## config.mk

```make
export PLATFORM = sky130hd
export DESIGN_NAME = seg_display_scan_flat
export DESIGN_NICKNAME = d
export VERILOG_FILES = /design/src/rtl/seg_display_scan_if.sv /design/src/rtl/seg_display_scan.sv /design/src/flat_wrapper.sv
export SDC_FILE = /design/constraint.sdc
export NUM_CORES = 1
export LEC_CHECK = 0
export ABC_AREA = 1
export ABC_CLOCK_PERIOD_IN_PS = 3300
export CAP_MARGIN = 20
export CORE_MARGIN = 2
export CORE_UTILIZATION = 60
export CTS_BUF_LIST = sky130_fd_sc_hd__clkbuf_4 sky130_fd_sc_hd__clkbuf_8
export CTS_CLUSTER_SIZE = 10
export DETAILED_ROUTE_END_ITERATION = 8
export DONT_BUFFER_PORTS = 1
export PLACE_DENSITY = 0.85
export SLEW_MARGIN = 30
export SYNTH_ARGS = -nofsm -noshare
export SYNTH_HDL_FRONTEND = slang
export SYNTH_SLANG_ARGS = --single-unit
```

## constraint.sdc

```tcl
create_clock -name clk -period 3.3 [get_ports clk]
set_clock_uncertainty 0.1 [all_clocks]
set_input_delay 0.66 -clock clk [delete_from_list [all_inputs] [get_ports clk]]
set_output_delay 0.66 -clock clk [all_outputs]
set_load 0.02 [all_outputs]
```

## src/rtl/seg_display_scan_if.sv

```systemverilog
// seg_display_scan_if: scan inputs and display outputs of the seven-segment driver
interface seg_display_scan_if #(parameter int NUM_DIGITS = 4);
  logic                    seg_tick_in;
  logic [4*NUM_DIGITS-1:0] value;
  logic [NUM_DIGITS-1:0]   dp_mask;
  logic                    blank;
  logic [NUM_DIGITS-1:0]   an;
  logic [6:0]              seg;
  logic                    dp;
  logic [2:0]              digit_idx;
  logic                    frame_done;
  modport master (output seg_tick_in, value, dp_mask, blank, input an, seg, dp, digit_idx, frame_done);
  modport slave (input seg_tick_in, value, dp_mask, blank, output an, seg, dp, digit_idx, frame_done);
endinterface

```

## src/rtl/seg_display_scan.sv

```systemverilog
// seg_display_scan: multiplexed hex display scanner; SEG_LEADING_ZERO_BLANK_EN enables leading-zero blanking
module seg_display_scan #(
  parameter int NUM_DIGITS     = 4,
  parameter int AN_ACTIVE_LOW  = 1,
  parameter int SEG_ACTIVE_LOW = 1
) (
  input logic clk,
  input logic rst_n,
  seg_display_scan_if.slave bus
);
  localparam int W = 4 * NUM_DIGITS;
  logic                  tick_prev, blank_r, dp_r, fd;
  logic [2:0]            idx, nidx;
  logic [W-1:0]          sh_v, src_v;
  logic [NUM_DIGITS-1:0] sh_d, src_d, an_oh, an_n, an_act;
  logic [6:0]            seg_r, seg_n;
  logic [3:0]            nib;
  logic                  advance, last, wrap, dpl, lz;
  function automatic logic [6:0] dec(input logic [3:0] n);
    case (n)
      4'h0: dec = 7'h3F; 4'h1: dec = 7'h06; 4'h2: dec = 7'h5B; 4'h3: dec = 7'h4F;
      4'h4: dec = 7'h66; 4'h5: dec = 7'h6D; 4'h6: dec = 7'h7D; 4'h7: dec = 7'h07;
      4'h8: dec = 7'h7F; 4'h9: dec = 7'h6F; 4'hA: dec = 7'h77; 4'hB: dec = 7'h7C;
      4'hC: dec = 7'h39; 4'hD: dec = 7'h5E; 4'hE: dec = 7'h79; default: dec = 7'h71;
    endcase
  endfunction
  // on wrap the freshly sampled value/dp_mask bypass the shadow registers
  always_comb begin
    advance = bus.seg_tick_in != tick_prev;
    last    = idx == 3'(NUM_DIGITS - 1);
    wrap    = advance && last;
    nidx    = !advance ? idx : last ? 3'd0 : idx + 3'd1;
    src_v   = wrap ? bus.value : sh_v;
    src_d   = wrap ? bus.dp_mask : sh_d;
    nib     = 4'(src_v >> {nidx, 2'b00});
    dpl     = 1'(src_d >> nidx);
  end
`ifdef SEG_LEADING_ZERO_BLANK_EN
  logic [W-1:0] hi;
  assign hi = src_v >> {nidx, 2'b00};
  assign lz = nidx != 3'd0 && hi == '0;
`else
  assign lz = 1'b0;
`endif
  always_comb begin
    seg_n  = lz ? 7'h00 : dec(nib);
    an_n   = lz && !dpl ? '0 : NUM_DIGITS'(1) << nidx;
    an_act = blank_r ? '0 : an_oh;
  end
  always_ff @(posedge clk or negedge rst_n)
    if (!rst_n) begin
      tick_prev <= 1'b0;
      blank_r   <= 1'b0;
      fd        <= 1'b0;
      idx       <= 3'(NUM_DIGITS - 1);
      sh_v      <= '0;
      sh_d      <= '0;
      an_oh     <= '0;
      seg_r     <= '0;
      dp_r      <= 1'b0;
    end else begin
      tick_prev <= bus.seg_tick_in;
      blank_r   <= bus.blank;
      fd        <= wrap;
      idx       <= nidx;
      if (wrap) begin
        sh_v <= bus.value;
        sh_d <= bus.dp_mask;
      end
      if (advance) begin
        an_oh <= an_n;
        seg_r <= seg_n;
        dp_r  <= dpl;
      end
    end
  assign bus.an         = AN_ACTIVE_LOW != 0 ? ~an_act : an_act;
  assign bus.seg        = SEG_ACTIVE_LOW != 0 ? ~seg_r : seg_r;
  assign bus.dp         = SEG_ACTIVE_LOW != 0 ? ~dp_r : dp_r;
  assign bus.digit_idx  = idx;
  assign bus.frame_done = fd;
endmodule

```

## src/flat_wrapper.sv

```systemverilog
// flat-port wrapper written by rule: the top's interface ports become plain ports
module seg_display_scan_flat 
#(
  parameter int NUM_DIGITS     = 4,
  parameter int AN_ACTIVE_LOW  = 1,
  parameter int SEG_ACTIVE_LOW = 1
)
  (clk, rst_n, bus_seg_tick_in, bus_value, bus_dp_mask, bus_blank, bus_an, bus_seg, bus_dp, bus_digit_idx, bus_frame_done);
  seg_display_scan_if #(.NUM_DIGITS(NUM_DIGITS)) bus_i ();
  input logic clk;
  input logic rst_n;
  input wire logic [$bits(bus_i.seg_tick_in)-1:0] bus_seg_tick_in;
  input wire logic [$bits(bus_i.value)-1:0] bus_value;
  input wire logic [$bits(bus_i.dp_mask)-1:0] bus_dp_mask;
  input wire logic [$bits(bus_i.blank)-1:0] bus_blank;
  output wire logic [$bits(bus_i.an)-1:0] bus_an;
  output wire logic [$bits(bus_i.seg)-1:0] bus_seg;
  output wire logic [$bits(bus_i.dp)-1:0] bus_dp;
  output wire logic [$bits(bus_i.digit_idx)-1:0] bus_digit_idx;
  output wire logic [$bits(bus_i.frame_done)-1:0] bus_frame_done;
  assign bus_i.seg_tick_in = bus_seg_tick_in;
  assign bus_i.value = bus_value;
  assign bus_i.dp_mask = bus_dp_mask;
  assign bus_i.blank = bus_blank;
  assign bus_an = bus_i.an;
  assign bus_seg = bus_i.seg;
  assign bus_dp = bus_i.dp;
  assign bus_digit_idx = bus_i.digit_idx;
  assign bus_frame_done = bus_i.frame_done;
  seg_display_scan #(.NUM_DIGITS(NUM_DIGITS), .AN_ACTIVE_LOW(AN_ACTIVE_LOW), .SEG_ACTIVE_LOW(SEG_ACTIVE_LOW)) u_core (.clk(clk), .rst_n(rst_n), .bus(bus_i));
endmodule
```

# == Word-level counts from Yosys, hierarchy flattened ==
# Memory sizes are Yosys's and may differ from the RTL's. A register that Yosys moved wholly into a read port is not among the register bits.
# Index checks and enable logic that the tools add are counted.
# classes
n_addsub,1
n_reduce_logical,2
shift,3
muxes,5
eq_ne,2
bitwise,3
# op_table
operator,count
$mux W16,1
$shr A16 B5 Y4,1
$mux W4,2
$not A7 Y7,1
$mux W3,2
$not A4 Y4,1
$shl A1 B3 Y4 const A,1
$shr A4 B3 Y1,1
$add A3 B1 Y3 const B,1
$eq A3 B2 Y1 const B,1
$logic_and A1 B1 Y1,1
$logic_not A1 Y1,1
$ne A1 B1 Y1,1
$not A1 Y1,1
# totals
mem_bits_ro,112
out_inout_bits,16
memories,1
word_cells,25
reg_bits,31
inputBits,24
# mem_list
name,depth,width,read_ports,rd_ports_with_merged_regs,wr,line,text
(no name shown),16,7,1,1,0,seg_display_scan.sv:20,case (n)

# == Longest topological paths before layout ==
# logic_depth
depth_word,4
mapped_depth,18
mapped_depth_nobuf,18

# == Worst setup path before layout ==
# Ideal clock, no wire load.
# synth_timing
path_type,register -> register
from,"register u_core.idx[0], in the netlist u_core.bus.digit_idx[0]"
to,register u_core.seg_r[3]
path_slack_ps,510
path_stages_with_launch,19
synth_period_minus_slack_ps,2790
setup_time_ps,117
t_arrival_ps,2573
path_buffers,1
required_ps,3083
path_cell_list,dfstp_2 > ha_1 > inv_2 > nor2_4 > nand3_4 > buf_2 > nand2_1 > o21ai_0 > nand2_1 > nand3_1 > nor2_1 > inv_1 > ha_1 > inv_1 > nand3_1 > nand3_1 > nand2_1 > nand2_1 > nand2_1
# synth_via
elab_chain_cells,4
elab_cells_between_ends,7
classes_between,add/sub (1); eq/ne (1); shift (1); mux (3); reduce/logical (1)
# synth_rtl
item,line,text
from (decl),seg_display_scan.sv:13,"logic [2:0] idx, nidx;"
from (signal assigned),seg_display_scan.sv:55,idx <= 3'(NUM_DIGITS - 1);
from (signal assigned),seg_display_scan.sv:65,idx <= nidx;
$add A3 B1 Y3 or $eq A3 B2 Y1 (tied branches),"seg_display_scan.sv:32, seg_display_scan.sv:30",
$mux W3 or $logic_and A1 B1 Y1 (tied branches),"seg_display_scan.sv:32, seg_display_scan.sv:31",
$mux W3 or $mux W16 (tied branches),"seg_display_scan.sv:32, seg_display_scan.sv:33",
$shr A16 B5 Y4 (*),seg_display_scan.sv:35,"nib = 4'(src_v >> {nidx, 2'b00});"
to (decl),seg_display_scan.sv:16,"logic [6:0] seg_r, seg_n;"
# Mark *: on every way between the ends. The rest lies on a longest branch, timed or not.
# A chain may end at the register's enable or synchronous reset.

# == Final worst setup path ==
# Same ends and word-level chain as after synthesis.

==> run metrics <==
# setup viols final=0; Worst-Margin Slew=445 ps; post-synthesis cell type count=26; Leak=1.34 nW; Syn Area/Cell=7.74 sq um; layout cells sized above 1=18.7%; full die area=0.00432 sq mm; clk buf depth=2; TNS Setup=0 ps; RD Place Congestion=0.905; CP cell instances=ha_1 > inv_2 > nor2_4 > nand3_4 > nand2_1 > o21ai_1 > nand2_1 > nand3_1 > nor2_1 > inv_1 > ha_1 > inv_1 > nand3_1 > nand3_1 > nand2_1 > nand2_1 > nand2_1; Setup crit end kind=register; CTS tree=built; MaxCap Viol Count=0; area post-placement=0.00231 sq mm; total grt overflow=0; Yosys reg bits=38; post-cts sizing count=0; Non-Filler Instances=348; Max VDD drop=0.548 mV; mapped cell area=0.00228 sq mm; diode count=0; Ys Warns=0; Worst EP required=3380 ps; CTS Sinks=38; Initial Util=62.4%; most frequent cell after synthesis=nand2_1; RSZ-0062 raised after global routing=false; Yosys top cell area share=39.4%; Die Span X=65.7 um; I/O pin count=40; area leader, netlist=dfrtp_1; Critical path buffers and inverters=3; Worst EP arrival=3070 ps; Vias=1795; H-Tree Depth=2; TritonRoute pass-1 iters=4; switching power total=1.20 mW; Worst-Skew Late Latency=280 ps; Synth area leaders=dfrtp_1 39%, nand2_1 17%, inv_1 6.4%, nand3_1 5.5%, ha_1 4.4%; Hold Crit Class=in2async; fraction of registers with async set/reset=100%; FMAX=334 MHz; min Tclk post-route=2990 ps; DR WL/cell=13.6 um; Area Overhead vs Synth=6.24%; routed wire length=4750 um; slowest stage cell, crit path=dfstp_2; CTS Buf Count=5; EDFF count, synth=0; CP Launch Type=register; Crit path depth=17; initial antenna violation count=0; crit share post-route=90.6%; Overall Global Routing Usage=24.7%; Slew Limit Fails=0; Post-CTS Setup Inserts=0; Worst-path clk slew=70 ps; Worst Path Max Fanout=25; Post-synth top cells=101 x nand2_1, 39 x inv_1, 36 x dfrtp_1, 25 x nand3_1, 18 x nor2_1; Slew headroom=70.3%; first-pass GRT wire length=7930 um; Final #Nets=331; Pwr Density=1040 mW/mm^2; total power=2.51 mW; Post-route DRC=0; Final ANT Viol Nets=0; Synth Flop Type=dfrtp_1; CP peak stage delay=630 ps; Initial DRC Count=93; critical path's top delay family=simple AND/OR/NAND/NOR gates; root buffer cell=clkbuf_8; WS Path Type=reg2reg; area of the core=0.00366 sq mm; R2R depth=17; Cells after DPL=339; combinational fraction of design power=56.4%; status=completed; vias in the first global route=1735; Mapped Nets=327; Final HPWL DP=3440 um; CP dominant cell by count=nand2_1; Hold Fails Final Rpt=0; largest net degree at the start of global routing=37; P_int=1.32 mW; DR vias/cell=5.16; Flop pwr share=30.4%; die height=65.7 um; Layout Utilization=66.3%; Clock power frac=13.2%; cell row count=22; Syn Inst Count=295; CTS Hold Bufs=1; post-route cell area=0.00243 sq mm; Port Buffer Count=0; post-synthesis sequential area ratio=41.7%; switch share=47.6%
==> cell type report <==
type | count | area [sq um]
fillers | 294 | 1230
well taps | 48 | 60.1
inverters | 47 | 176
multi-input cells | 205 | 1110
repair buffers | 2 | 27.5
clock inverters | 1 | 5.00
flip-flops and latches | 38 | 953
clock buffers | 7 | 90.1
==> cell usage in the layout (no fill, tap or decap), drive strengths merged <==
cell type,instances
nand2,118
inv,47
dfrtp,36
nand3,29
nor2,28
o21ai,15
ha,8
clkbuf,7
a21oi,3
o21a,2
dfstp,2
buf,2
o22ai,1
o32ai,1
clkinv,1
==> kinds of logic after synthesis <==
group | synth area share, %
fa+ha+maj | 4.38
buf+inv | 9.47
compound gates | 6.74
simple gates | 37.7
flops | 41.7
==> power groups by stage <==
stage               clock network, mW  logic, mW  registers [mW]
detailed placement                  0       1.38           0.772
floorplan                           0       1.16           0.751
global placement                    0       1.36           0.767
CTS                             0.342       1.41           0.764
finish                          0.332       1.42           0.763
global route                    0.364       1.62           0.783
==> registers in the layout (all words and copies together), names as in the netlist <==
name,cells
u_core.sh_v,16
u_core.dp_r,1
u_core.blank_r,1
u_core.an_oh,4
u_core.seg_r,7
u_core.tick_prev,1
u_core.bus.frame_done,1
u_core.sh_d,4
u_core.bus.digit_idx,3
==> path summary, 6_finish.rpt <==
check                                         from               to  slack, ps
setup / recovery           u_core.bus.digit_idx[0]  u_core.seg_r[3]        310
hold / removal                               rst_n  u_core.seg_r[2]        100
setup reg to reg           u_core.bus.digit_idx[0]  u_core.seg_r[3]        310
hold reg to reg                     u_core.sh_d[1]   u_core.sh_d[1]        380
max in group asynchronous                    rst_n  u_core.sh_v[12]       2820
min in group clk                         bus_blank   u_core.blank_r        290
==> metal layers <==
layer,vias up,GRT usage [%],share of wire (%)
met5,-,0,0
met4,0,10.9,3.1
met3,14,6.68,5.2
met2,52,39.4,47
met1,822,31.5,45
li1,907,-,-
==> per-stage QoR <==
step	hold slack, ps	setup WS (ps)
3_5_place_dp	265	361
4_1_cts	99.2	354
2_1_floorplan	264	510
5_1_grt	87.5	14.7
3_3_place_gp	266	489
6_report	101	310
Note: power is estimated with default switching activity, not from simulation.
